[config.mk]
export PLATFORM = sky130hd
export DESIGN_NAME = nand_tester
export DESIGN_NICKNAME = d
export VERILOG_FILES = /design/src/rtl/nand_tester.sv
export SDC_FILE = /design/constraint.sdc
export NUM_CORES = 1
export LEC_CHECK = 0
export ABC_AREA = 1
export BUFFER_PORTS_ARGS = -buffer_cell sky130_fd_sc_hd__clkbuf_2
export CAP_MARGIN = 20
export CORE_AREA = 8 8 71 73
export DETAILED_ROUTE_END_ITERATION = 16
export DIE_AREA = 0 0 79 81
export HOLD_SLACK_MARGIN = 0.06
export PLACE_DENSITY = 0.57
export SETUP_SLACK_MARGIN = 0.05
export SLEW_MARGIN = 20
export SYNTH_ARGS = -nofsm -noshare
export SYNTH_HDL_FRONTEND = slang
export SYNTH_SLANG_ARGS = --single-unit
[constraint.sdc]
create_clock -name clk -period 4.7 [get_ports clk]
set_input_delay 0.47 -clock clk [delete_from_list [all_inputs] [get_ports clk]]
set_output_delay 0.47 -clock clk [all_outputs]
set_load 0.03 [all_outputs]
[src/rtl/nand_tester.sv]
`default_nettype none
// ============================================================================
// Module      : nand_tester
// Description : Self-checking sweep of a 2-input nand cell. Drives all four
//               A/B vectors NUM_PASSES times, compares the cell output with
//               ~(A&B), and reports an error count and a per-vector fail map.
//               Optional: NAND_TESTER_STOP_ON_FAIL_EN ends the run at the
//               first mismatch.
// Revision    : 1.0 - initial release
// ============================================================================
module nand_tester #(
    parameter int SETTLE_CYCLES = 4,
    parameter int NUM_PASSES    = 2,
    parameter int ERR_W         = 8
) (
    input  logic             clk,
    input  logic             rst,
    input  logic             start,
    input  logic             dut_out,
    output logic             a_drv,
    output logic             b_drv,
    output logic             busy,
    output logic             done,
    output logic             pass,
    output logic [ERR_W-1:0] err_count,
    output logic [3:0]       fail_vec
);

    localparam int c_sw = (SETTLE_CYCLES > 1) ? $clog2(SETTLE_CYCLES) : 1;
    localparam int c_pw = (NUM_PASSES > 1) ? $clog2(NUM_PASSES) : 1;
    localparam logic [c_sw-1:0]  c_settle_last = c_sw'(SETTLE_CYCLES - 1);
    localparam logic [c_pw-1:0]  c_pass_last   = c_pw'(NUM_PASSES - 1);
    localparam logic [ERR_W-1:0] c_err_max     = '1;

    localparam logic [1:0] c_st_idle   = 2'd0;
    localparam logic [1:0] c_st_drive  = 2'd1;
    localparam logic [1:0] c_st_sample = 2'd2;
    localparam logic [1:0] c_st_done   = 2'd3;

    logic [1:0]      r_state;
    logic [1:0]      w_state_next;
    logic [1:0]      r_v;
    logic [1:0]      w_v_inc;
    logic [c_pw-1:0] r_pass_cnt;
    logic [c_sw-1:0] r_settle_cnt;
    logic            w_expected;
    logic            w_mismatch;
    logic            w_last;
    logic            w_stop;

    assign w_expected = ~(r_v[0] & r_v[1]);
    // Case inequality so an X/Z from the cell is reported as a failure.
    assign w_mismatch = (dut_out !== w_expected);
    assign w_last     = (r_v == 2'd3) && (r_pass_cnt == c_pass_last);
    assign w_v_inc    = r_v + 2'd1;

`ifdef NAND_TESTER_STOP_ON_FAIL_EN
    assign w_stop = w_mismatch;
`else
    assign w_stop = 1'b0;
`endif

    assign busy = (r_state == c_st_drive) || (r_state == c_st_sample);
    assign done = (r_state == c_st_done);

    always_ff @(posedge clk or posedge rst) begin
        if (rst) begin
            r_state <= c_st_idle;
        end else begin
            r_state <= w_state_next;
        end
    end

    always_comb begin
        w_state_next = r_state;
        case (r_state)
            c_st_idle:   if (start) w_state_next = c_st_drive;
            c_st_drive:  if (r_settle_cnt == c_settle_last) w_state_next = c_st_sample;
            c_st_sample: w_state_next = (w_last || w_stop) ? c_st_done : c_st_drive;
            default:     w_state_next = c_st_idle;
        endcase
    end

    always_ff @(posedge clk or posedge rst) begin
        if (rst) begin
            r_v          <= 2'd0;
            r_pass_cnt   <= '0;
            r_settle_cnt <= '0;
            a_drv        <= 1'b0;
            b_drv        <= 1'b0;
            pass         <= 1'b0;
            err_count    <= '0;
            fail_vec     <= 4'd0;
        end else begin
            case (r_state)
                c_st_idle: begin
                    if (start) begin
                        r_v          <= 2'd0;
                        r_pass_cnt   <= '0;
                        r_settle_cnt <= '0;
                        a_drv        <= 1'b0;
                        b_drv        <= 1'b0;
                        pass         <= 1'b0;
                        err_count    <= '0;
                        fail_vec     <= 4'd0;
                    end
                end
                c_st_drive: begin
                    if (r_settle_cnt != c_settle_last) begin
                        r_settle_cnt <= r_settle_cnt + 1'b1;
                    end
                end
                c_st_sample: begin
                    if (w_mismatch) begin
                        if (err_count != c_err_max) begin
                            err_count <= err_count + 1'b1;
                        end
                        fail_vec[r_v] <= 1'b1;
                    end
                    // Verdict includes the sample taken in this same cycle.
                    if (w_last || w_stop) begin
                        pass <= (err_count == '0) && !w_mismatch;
                    end else begin
                        r_v          <= w_v_inc;
                        r_settle_cnt <= '0;
                        a_drv        <= w_v_inc[0];
                        b_drv        <= w_v_inc[1];
                        if (r_v == 2'd3) begin
                            r_pass_cnt <= r_pass_cnt + 1'b1;
                        end
                    end
                end
                default: ;
            endcase
        end
    end

endmodule
`default_nettype wire

==> impl_metrics.csv, run 1 <==
group,metric,value,unit
setup_path,max_stage_delay,0.43,ns
worst_hold_path,hp-class,"in2async",
setup_path,timing.rr.end,"err_count[4]$_DFFE_PP0P_",
pwr,p_leak,0.0007692,uW
routing,routed_wl,2.606,mm
placement,pre_cts_slack,2.873,ns
floorplanning,fp.dieW,79,um
job,max-cap-violations,0,
pwr,cellPowerDensity,578.2,mW/mm^2
grt,grt_use_met3,2.980,%
timing,worst_pin_slew,0.7767,ns
routing,drt_iter0_drc,30,
clock_tree,clk_latency,0.26,ns
timing,setup_ws,2.863,ns
timing,period_needed,1.837,ns
floorplanning,die_area,0.006399,sq mm
grt,grt_use_met2,12.82,%
cells_and_area,n_fill_cell,438,
clock_tree,h-tree-depth,1,
timing,hold_viol,0,
grt,top_usage_layer,"met2",
timing,setup-tns-final,0,ns
cells_and_area,drive_above_1_share,26.26,%
floorplanning,ioPinCount,21,
setup_path,critPathArrivalTime,1.99,ns
yosys,synth_warnings,0,
setup_path,end_kind,"flop",
yosys,synth_fp_nets,172,
placement,dp_hpwl,2.060,mm
timing,finalSetupViolCount,0,
cells_and_area,fin_util,38.11,%
floorplanning,start_util,33.34,%
timing,finalCritPeriodShare,39.09,%
pwr,peakVddDrop,0.0002344,V
setup_path,critPathBufInv,2,
cells_and_area,nNetsFinal,195,
yosys,synthesis.area,0.001305,sq mm
yosys,avgSynthCellArea,8.312,sq um
placement,port-buffer-count,20,
timing,hold_slack,0.3237,ns
clock_tree,cts_setup_buffers,0,
yosys,synth-seq-cells,20,
clock_tree,ctsResizeCount,0,
timing,rsz0062_at_grt,"false",
pwr,power,862.4,uW
setup_path,worstSetupPathType,"reg2reg",
cells_and_area,regArea,500.5,sq um
timing,relSlewSlack,48.17,%
setup_path,r2r_slack,2.86,ns
clock_tree,numCtsBuffers,3,
grt,grt_pass1_wl,4.533,mm
clock_tree,cts_tree,"done",
clock_tree,clk_path_buf_depth,2,
routing,drc,0,
placement,globalplace.congestion,0.7813,
yosys,synth_cell_types,27,
setup_path,cp_max_fo,14,
clock_tree,root_buffer,"clkbuf_8",
floorplanning,num_rows,23,
grt,track_usage,8.826,%
setup_path,cp-start-kind,"flop",
grt,antenna_found_initial,0,
yosys,synth_seq_area_share,38.35,%
setup_path,rr_startpoint,"r_state[0]$_DFFE_PP0P_",
floorplanning,core_area,0.003914,sq mm
status,status,"finished clean",
setup_path,critPathSlowestCell,"ha_1",
floorplanning,die_h,81,um
grt,gr-total-overflow,0,
setup_path,worstRegToRegCells,9,
routing,first_pass_iters,4,
clock_tree,clk_pin_slew,0.08,ns
clock_tree,cts_num_sinks,20,
timing,clock_skew,0.002034,ns
setup_path,crit_chain,"inv_1 -> ha_1 -> nand2_2 -> nor2_2 -> nor2_8 -> nand2_4 -> inv_1 -> nand2_1 -> nand2_1",
routing,ant_nets,0,
setup_path,critPathTopFamily,"simple AND/OR/NAND/NOR gates",
routing,vias,1025,
grt,grt_max_degree,21,
setup_path,crit_required,4.86,ns
routing,viasPerCell,4.476,
timing,slew_viol_final,0,
cells_and_area,multiInputGateArea,673.1,sq um
cells_and_area,syn_to_final_growth,14.29,%
routing,wire_per_inst,11.38,um
cells_and_area,antennaDiodeCount,0,
yosys,syn_inst,157,
grt,use_met1,11.66,%
clock_tree,holdBufCountCts,0,
grt,grt_pass1_vias,1028,
timing,max_freq,544.3,MHz
==> worst max-delay path by stage <==
| stage | cells after the start | to | startpoint |
|---|---|---|---|
| 6_report | 9 | err_count[4]$_DFFE_PP0P_ | r_state[0]$_DFFE_PP0P_ |
| 4_1_cts | 9 | err_count[4]$_DFFE_PP0P_ | r_state[0]$_DFFE_PP0P_ |
| 5_1_grt | 9 | err_count[4]$_DFFE_PP0P_ | r_state[0]$_DFFE_PP0P_ |
| 2_1_floorplan | 9 | err_count[2]$_DFFE_PP0P_ | r_v[0]$_DFFE_PP0P_ |
| 3_5_place_dp | 9 | err_count[4]$_DFFE_PP0P_ | r_state[0]$_DFFE_PP0P_ |
| 3_3_place_gp | 9 | err_count[4]$_DFFE_PP0P_ | r_state[0]$_DFFE_PP0P_ |
==> worst reg2reg max path, cell delays in order (launching register included) <==
cell and delay, ns:
dfrtp_1 0.42, inv_1 0.11, ha_1 0.43, nand2_2 0.12, nor2_2 0.23, nor2_8 0.07
nand2_4 0.20, inv_1 0.06, nand2_1 0.06, nand2_1 0.04
==> sequential cells by signal, indices dropped and copies added (netlist names) <==
register      count
r_settle_cnt      2
r_v               1
b_drv             1
fail_vec          4
err_count         8
pass              1
r_pass_cnt        1
r_state           2
==> kinds of logic (layout without fill, tap and decap cells) <==
kind of cell | Yosys count | count (layout) | share of synthesized area, %
compound gates | 24 | 24 | 11.41
xor+xnor | 1 | 1 | 0.6713
fa+ha+maj | 11 | 11 | 10.55
buf+inv | 28 | 50 | 10.07
flops | 20 | 20 | 38.35
simple gates | 73 | 73 | 28.96
==> layout make-up <==
type / count / share of cell area [%]
inverters: 26 / 6.711
well taps: 50 / 4.195
flip-flops and latches: 20 / 33.56
clock buffers: 4 / 3.691
repair buffers: 20 / 6.711
multi-input cells: 109 / 45.13
==> per-layer routing <==
layer | share of wire, % | up-vias
met1 | 51 | 457
met5 | 0 | -
li1 | - | 543
met2 | 42 | 21
met4 | 1.3 | 0
met3 | 5.9 | 4
==> cells in the mapped netlist, drive strengths merged <==
cell type / count / share of area, %
nand4: 1 / 0.48
xor2: 1 / 0.67
nand3b: 1 / 0.58
a31oi: 1 / 0.48
nand2: 43 / 15
o21ai: 15 / 7.5
nor3: 3 / 1.5
dfrtp: 20 / 38
inv: 26 / 7.7
nand3: 12 / 5.0
a21oi: 6 / 2.3
ha: 11 / 11
or2: 1 / 0.48
o21bai: 1 / 0.58
buf: 2 / 2.4
o21a: 1 / 0.58
nor2: 12 / 5.5
==> per-stage QoR <==
step                cells  area, sq um
floorplan             157         1305
CTS                   229         1491
detailed placement    225         1436
finish                229         1491
global route          229         1491
global placement      225         1436
==> report_power, final <==
group	total (uW)	switching, uW	leakage [uW]	internal [uW]
logic	471	328	0.000470	143
clock network	132	57.7	0.0000288	74.6
registers	259	41.1	0.000270	218
==> cells in the final DEF, fill, tap and decap left out, types with 2 or more instances in the layout <==
| cell | Yosys | layout |
|---|---|---|
| clkbuf_2 | 0 | 20 |
| o21ai_0 | 9 | 9 |
| nand2_2 | 7 | 7 |
| nor3_1 | 2 | 2 |
| o21ai_2 | 6 | 6 |
| nor2_1 | 9 | 9 |
| ha_1 | 11 | 11 |
| nand3_1 | 11 | 11 |
| clkbuf_8 | 0 | 4 |
| nand2_4 | 3 | 3 |
| dfrtp_1 | 20 | 20 |
| a21oi_1 | 6 | 6 |
| nand2_1 | 33 | 33 |
| inv_1 | 25 | 25 |
No activity file was read; power rests on OpenSTA's default activity.
==> inputs of run 2 (changes only) <==
--- a/config.mk
+++ b/config.mk
@@ -12,7 +12,7 @@
 export DETAILED_ROUTE_END_ITERATION = 16
 export DIE_AREA = 0 0 79 81
 export HOLD_SLACK_MARGIN = 0.06
-export PLACE_DENSITY = 0.57
+export PLACE_DENSITY = 0.59
 export SETUP_SLACK_MARGIN = 0.05
 export SLEW_MARGIN = 20
 export SYNTH_ARGS = -nofsm -noshare
==> constraint.sdc (replaced) <==
create_clock -name clk -period 1.6 [get_ports clk]
set_input_delay 0.16 -clock clk [delete_from_list [all_inputs] [get_ports clk]]
set_output_delay 0.16 -clock clk [all_outputs]
set_load 0.03 [all_outputs]
==> run 2 against run 1 <==
  * Clock skew increased by 0.0049 ns
  * Largest cell class unchanged
  * Cell count increased by 3.1%
  * Hold slack got worse by 0.044 ns
  * Critical endpoint unchanged
  * Clock power increased to 3.9 times the previous value
  * Setup slack got worse by 2.7 ns
  * Cell area increased by 8.6%
  * Global-route usage increased by 0.078 points
==> impl_metrics.csv, run 2 (synthesis results as in run 1) <==
group,metric,value,unit
clock_tree,cts_tree,"done",
grt,use_met1,10.91,%
cells_and_area,most-common-layout-cells,"32 x nand2_1, 23 x inv_1, 20 x clkbuf_2",
placement,dp_hpwl,2.122,mm
setup_path,critPathArrivalTime,1.64,ns
pwr,power_switching,1344,uW
setup_path,crit_required,1.76,ns
setup_path,end_kind,"flop",
floorplanning,start_util,33.34,%
pwr,intPower,1513,uW
grt,grt_pass1_vias,998,
status,status,"finished clean",
timing,finalSetupViolCount,0,
routing,vias,1076,
grt,grt_max_degree,15,
cells_and_area,syn_to_final_growth,24.16,%
timing,worst_pin_slew,0.4415,ns
grt,gr-total-overflow,0,
timing,max_freq,673.6,MHz
placement,dp_cells,228,
timing,rsz0062_at_grt,"true",
clock_tree,clk_latency,0.27,ns
pwr,cellPowerDensity,1763,mW/mm^2
cells_and_area,reg.largest.list,"err_count (8), fail_vec (4)",
timing,slew_viol_final,0,
pwr,peakVddDrop,0.0009049,V
clock_tree,clk_path_buf_depth,2,
job,max-cap-violations,0,
cells_and_area,fin_area,0.001620,sq mm
routing,drt_iter0_drc,46,
routing,drc,0,
cells_and_area,drive_above_1_share,35.48,%
cells_and_area,nNetsFinal,202,
grt,grt_use_met2,14.05,%
cells_and_area,antennaDiodeCount,0,
grt,top_usage_layer,"met2",
cells_and_area,stdcell_count,236,
pwr,seq_power_share,26.4,%
setup_path,worstSetupPathType,"reg2reg",
floorplanning,ioPinCount,21,
setup_path,cp_max_fo,7,
routing,routed_wl,2.801,mm
routing,wire_per_inst,11.87,um
pwr,p_clk_share,18.0,%
clock_tree,clk_pin_slew,0.08,ns
pwr,comb_power_share,55.6,%
cells_and_area,fin_util,41.40,%
clock_tree,root_buffer,"clkbuf_8",
pwr,sw_frac_of_total,47.04,%
clock_tree,cts_num_sinks,20,
clock_tree,numCtsBuffers,3,
routing,ant_nets,0,
timing,relSlewSlack,70.54,%
placement,port-buffer-count,20,
timing,setup-tns-final,0,ns
grt,grt_pass1_wl,4.567,mm
worst_hold_path,hp-class,"in2reg",
pwr,p_leak,0.0008000,uW
grt,track_usage,8.904,%
timing,hold_viol,0,
routing,first_pass_iters,4,
floorplanning,num_rows,23,
timing,finalCritPeriodShare,92.79,%
grt,grt_use_met3,2.539,%
cells_and_area,largest_reg_flops,8,
floorplanning,core_area,0.003914,sq mm
routing,viasPerCell,4.559,
floorplanning,fp.dieW,79,um
grt,antenna_found_initial,0,
cells_and_area,largest-register,"err_count",
placement,detailed_place.area,0.001474,sq mm
placement,globalplace.congestion,0.8191,
cells_and_area,layout_commonest_cell,"nand2_1",
timing,period_needed,1.485,ns
floorplanning,die_area,0.006399,sq mm
floorplanning,die_h,81,um
setup_path,cp-start-kind,"flop",
timing,clock_skew,0.006902,ns
clock_tree,h-tree-depth,1,
-- run 2: cell type report --
class                   instances  area [sq um]
clock buffers                   3         41.29
clock inverters                 1         30.03
fillers                       418          2293
inverters                      26         100.1
multi-input cells             110         732.0
flip-flops and latches         20         506.7
well taps                      50         62.56
repair buffers                 26         147.6
-- run 2: final timing paths --
kind                                     startpoint                        to  slack, ns  depth (start not counted)
max in group asynchronous                       rst  err_count[5]$_DFFE_PP0P_       0.68                          4
hold reg to reg             fail_vec[0]$_DFFE_PP0P_   fail_vec[0]$_DFFE_PP0P_       0.52                          2
setup reg to reg           err_count[1]$_DFFE_PP0P_  err_count[4]$_DFFE_PP0P_       0.12                          8
setup / recovery           err_count[1]$_DFFE_PP0P_  err_count[4]$_DFFE_PP0P_       0.12                          8
hold / removal                                start         b_drv$_DFFE_PP0P_       0.28                          5
min in group asynchronous                       rst    r_state[0]$_DFFE_PP0P_       0.41                          3
-- run 2: timing repair --
| item | 4_1_cts | 5_1_grt |
|---|---|---|
| endpoints found under the hold margin | 10 | 0 |
| pin swaps | 0 | 4 |
| hold buffers | 1 | 0 |
| buffers inserted | 0 | 2 |
| resized for setup | 2 | 8 |
| cloned | 0 | 1 |
| setup endpoints to repair | 7 | 12 |
-- run 2: stage by stage --
stage	hold slack [ns]	setup slack, ns	power, uW
6_report	0.2793	0.1154	2857
5_1_grt	0.3303	0.01008	3088
4_1_cts	0.2805	0.05873	2738
3_5_place_dp	0.1726	0.003360	2203
3_3_place_gp	0.1603	0.05399	2188
2_1_floorplan	0.1236	0.06329	1967
-- run 2: critical path, stage by stage (launching register included) --
cell	delay [ns]
dfrtp_2	0.42
ha_2	0.22
nand3_2	0.13
nor2_4	0.16
nand2_2	0.17
nand2_8	0.15
inv_1	0.04
nand2_1	0.05
nand2_1	0.04
-- run 2: layer usage --
metal  vias up  wire (um)  share of wire (%)
li1        554          -                  -
met1       497       1355                 48
met2        18       1266                 45
met3         7        131                4.7
met4         0         48                1.7
met5         -          0                  0
-- run 2: power groups by stage --
stage               logic, uW  clock network (uW)  registers, uW
finish                   1590                 513            756
global route             1770                 544            777
CTS                      1460                 528            756
detailed placement       1440                   0            767
global placement         1430                   0            762
floorplan                1050                   0            918
==> inputs of run 3 (changes only) <==
--- a/config.mk
+++ b/config.mk
@@ -5,12 +5,12 @@
 export SDC_FILE = /design/constraint.sdc
 export NUM_CORES = 1
 export LEC_CHECK = 0
-export ABC_AREA = 1
+export ABC_AREA = 0
 export BUFFER_PORTS_ARGS = -buffer_cell sky130_fd_sc_hd__clkbuf_2
 export CAP_MARGIN = 20
-export CORE_AREA = 8 8 71 73
+export CORE_AREA = 8 8 69 71
 export DETAILED_ROUTE_END_ITERATION = 16
-export DIE_AREA = 0 0 79 81
+export DIE_AREA = 0 0 77 79
 export HOLD_SLACK_MARGIN = 0.06
 export PLACE_DENSITY = 0.59
 export SETUP_SLACK_MARGIN = 0.05
==> run 3 against run 2 <==
  * Global-route usage is 1.3 points higher
  * Clock power hardly changed
  * First-iteration DRC count decreased by 2.2%
  * Sequential share of layout area down 1.8 points
  * Via count up 5.2%
  * Critical path depth is 3 lower
  * Synthesized area shrank 6.4%
==> impl_metrics.csv, run 3 <==
group,metric,value,unit
routing,routed_wl,3.172,mm
worst_hold_path,hp-class,"in2reg",
routing,viasPerCell,5.145,
placement,globalplace.congestion,0.8547,
cells_and_area,syn_to_final_growth,39.75,%
setup_path,end_kind,"flop",
floorplanning,start_util,32.15,%
routing,drt_iter0_drc,45,
timing,setup_ws,0.03579,ns
clock_tree,cts_tree,"done",
cells_and_area,multiInputGateArea,769.5,sq um
yosys,synth_warnings,0,
pwr,peakVddDrop,0.0007740,V
pwr,p_leak,0.0007941,uW
setup_path,cp_max_fo,5,
cells_and_area,largest_reg_flops,8,
routing,ant_nets,0,
clock_tree,clk_pin_slew,0.08,ns
yosys,synth_commonest_cells,"20 x dfrtp_1, 11 x a21oi_1, 11 x ha_1, 11 x inv_1, 11 x nand3_1",
cells_and_area,largest-register,"err_count",
yosys,yosysMostFrequentCell,"dfrtp_1",
routing,drc,0,
timing,clock_skew,0.01016,ns
clock_tree,clk_path_buf_depth,2,
setup_path,max_stage_delay,0.46,ns
setup_path,critPathArrivalTime,1.71,ns
yosys,synth_cell_types,34,
job,max-cap-violations,0,
yosys,synth_fp_nets,147,
floorplanning,ioPinCount,21,
cells_and_area,regArea,503.0,sq um
timing,worst_pin_slew,0.2748,ns
cells_and_area,drive_above_1_share,40.00,%
grt,track_usage,10.19,%
placement,dp_cells,211,
timing,hold_viol,0,
timing,finalSetupViolCount,0,
grt,grt_max_degree,21,
yosys,synth-seq-cells,20,
yosys,ys.flop_type,"dfrtp_1",
floorplanning,fp.dieW,77,um
clock_tree,clk_latency,0.27,ns
setup_path,cp-start-kind,"flop",
grt,gr-total-overflow,0,
pwr,cellPowerDensity,1656,mW/mm^2
cells_and_area,stdcell_count,220,
yosys,synth_seq_area_share,40.98,%
yosys,synthesis.area,0.001221,sq mm
placement,dp_hpwl,2.291,mm
yosys,synth_area_leaders,"dfrtp_1 41%, ha_1 11%, a21oi_1 4.5%",
timing,relSlewSlack,81.68,%
cells_and_area,most-common-layout-cells,"20 x clkbuf_2, 18 x dfrtp_1, 15 x buf_4",
routing,first_pass_iters,4,
yosys,syn_inst,132,
grt,antenna_found_initial,0,
setup_path,critPathSlowestCell,"dfrtp_2",
timing,hold_slack,0.2418,ns
setup_path,crit_chain,"ha_4 -> xor2_1 -> a21oi_2 -> a21bo_1 -> mux2_2",
timing,rsz0062_at_grt,"true",
yosys,synth_top_cell_area_share,40.98,%
setup_path,worstSetupPathType,"reg2reg",
floorplanning,die_area,0.006083,sq mm
yosys,avgSynthCellArea,9.251,sq um
timing,max_freq,639.3,MHz
setup_path,crit_required,1.75,ns
placement,pre_cts_slack,-0.06055,ns
floorplanning,die_h,79,um
clock_tree,cts_num_sinks,20,
grt,grt_pass1_vias,1100,
routing,vias,1132,
placement,port-buffer-count,20,
clock_tree,root_buffer,"clkbuf_8",
clock_tree,h-tree-depth,1,
yosys,synth_largest_area_cell,"dfrtp_1",
timing,finalCritPeriodShare,97.76,%
floorplanning,core_area,0.003799,sq mm
cells_and_area,nNetsFinal,186,
floorplanning,num_rows,23,
grt,grt_pass1_wl,5.050,mm
cells_and_area,layout_commonest_cell,"clkbuf_2",
timing,slew_viol_final,0,
clock_tree,numCtsBuffers,3,
yosys,synthArstFlopShare,100.0,%
cells_and_area,n_fill_cell,390,
routing,wire_per_inst,14.42,um
yosys,synth_edf_count,0,
status,status,"finished clean",
cells_and_area,reg.largest.list,"err_count (8), fail_vec (4)",
cells_and_area,antennaDiodeCount,0,
timing,period_needed,1.564,ns
## run 3: cell types whose count changed after synthesis, moves of 5 or more
| cell | change |
|---|---|
| nand2_1 | -24 |
| a21oi_1 | +5 |
| nand2_2 | -7 |
| inv_1 | -14 |
| o21ai_2 | -6 |
| a22o_1 | +5 |
## run 3: per-stage QoR
| step | setup TNS, ns | power [uW] | utilization (%) | cell area, sq um |
|---|---|---|---|---|
| CTS | 0 | 2690 | 42.13 | 1600 |
| finish | 0 | 2826 | 44.93 | 1707 |
| global placement | 0 | 2042 | 39.06 | 1484 |
| floorplan | -0.03959 | 1672 | - | 1250 |
| global route | -0.02826 | 3040 | 44.93 | 1707 |
| detailed placement | -0.07933 | 2084 | 39.06 | 1484 |
## run 3: power by group
| part | internal [uW] | switching (uW) | total [uW] |
|---|---|---|---|
| Clock | 334 | 180 | 514 |
| Combinational | 696 | 892 | 1590 |
| Sequential | 628 | 97.3 | 725 |
| Total | 1660 | 1170 | 2830 |
## run 3: worst max-delay path: cells and delay by family, from the launching register on
family	cells	cell delay (ns)
xor+xnor	1	0.15
mux	1	0.26
fa+ha+maj	1	0.20
flops	1	0.46
compound gates	2	0.37
## run 3: layout make-up
class	instances	share of cell area (%)
clock buffer	3	2.419
clock inverter	1	1.760
inverter	11	2.566
multi-input combinational	96	45.09
sequential	20	29.47
tap	50	3.666
timing repair buffer	39	15.03
## run 3: metal layers
metal / wire (um) / up-vias / global-route usage (%)
met5: 0 / - / 0
met4: 59 / 0 / 5.849
met3: 134 / 4 / 2.822
met2: 1607 / 28 / 17.76
met1: 1371 / 546 / 10.95
li1: - / 554 / -
## run 3: cell families after synthesis
| family | count (synthesis) | share of synthesized area [%] |
|---|---|---|
| simple gates | 43 | 17.52 |
| compound gates | 37 | 20.59 |
| flops | 20 | 40.98 |
| buf+inv | 16 | 5.532 |
| fa+ha+maj | 11 | 11.27 |
| mux | 3 | 2.664 |
| xor+xnor | 2 | 1.435 |
## run 3: worst paths after layout
| path | startpoint | endpoint | slack [ns] | depth (start not counted) |
|---|---|---|---|---|
| worst max-delay path | r_v[0]$_DFFE_PP0P_ | err_count[0]$_DFFE_PP0P_ | 0.04 | 5 |
| worst min-delay path | dut_out | fail_vec[3]$_DFFE_PP0P_ | 0.24 | 3 |
| worst max register to register | r_v[0]$_DFFE_PP0P_ | err_count[0]$_DFFE_PP0P_ | 0.04 | 5 |
| max in group asynchronous | rst | r_v[0]$_DFFE_PP0P_ | 0.92 | 4 |
| worst min register to register | r_settle_cnt[1]$_DFFE_PP0P_ | r_settle_cnt[1]$_DFFE_PP0P_ | 0.50 | 2 |
| min in group asynchronous | rst | fail_vec[1]$_DFFE_PP0P_ | 0.45 | 4 |
## run 3: repair_timing
| action | 4_1_cts | 5_1_grt |
|---|---|---|
| hold buffers | 1 | 0 |
| pin swaps | 0 | 1 |
| setup endpoints to repair | 14 | 16 |
| endpoints found under the hold margin | 20 | 0 |
| buffers inserted | 1 | 3 |
| resized for setup | 8 | 19 |
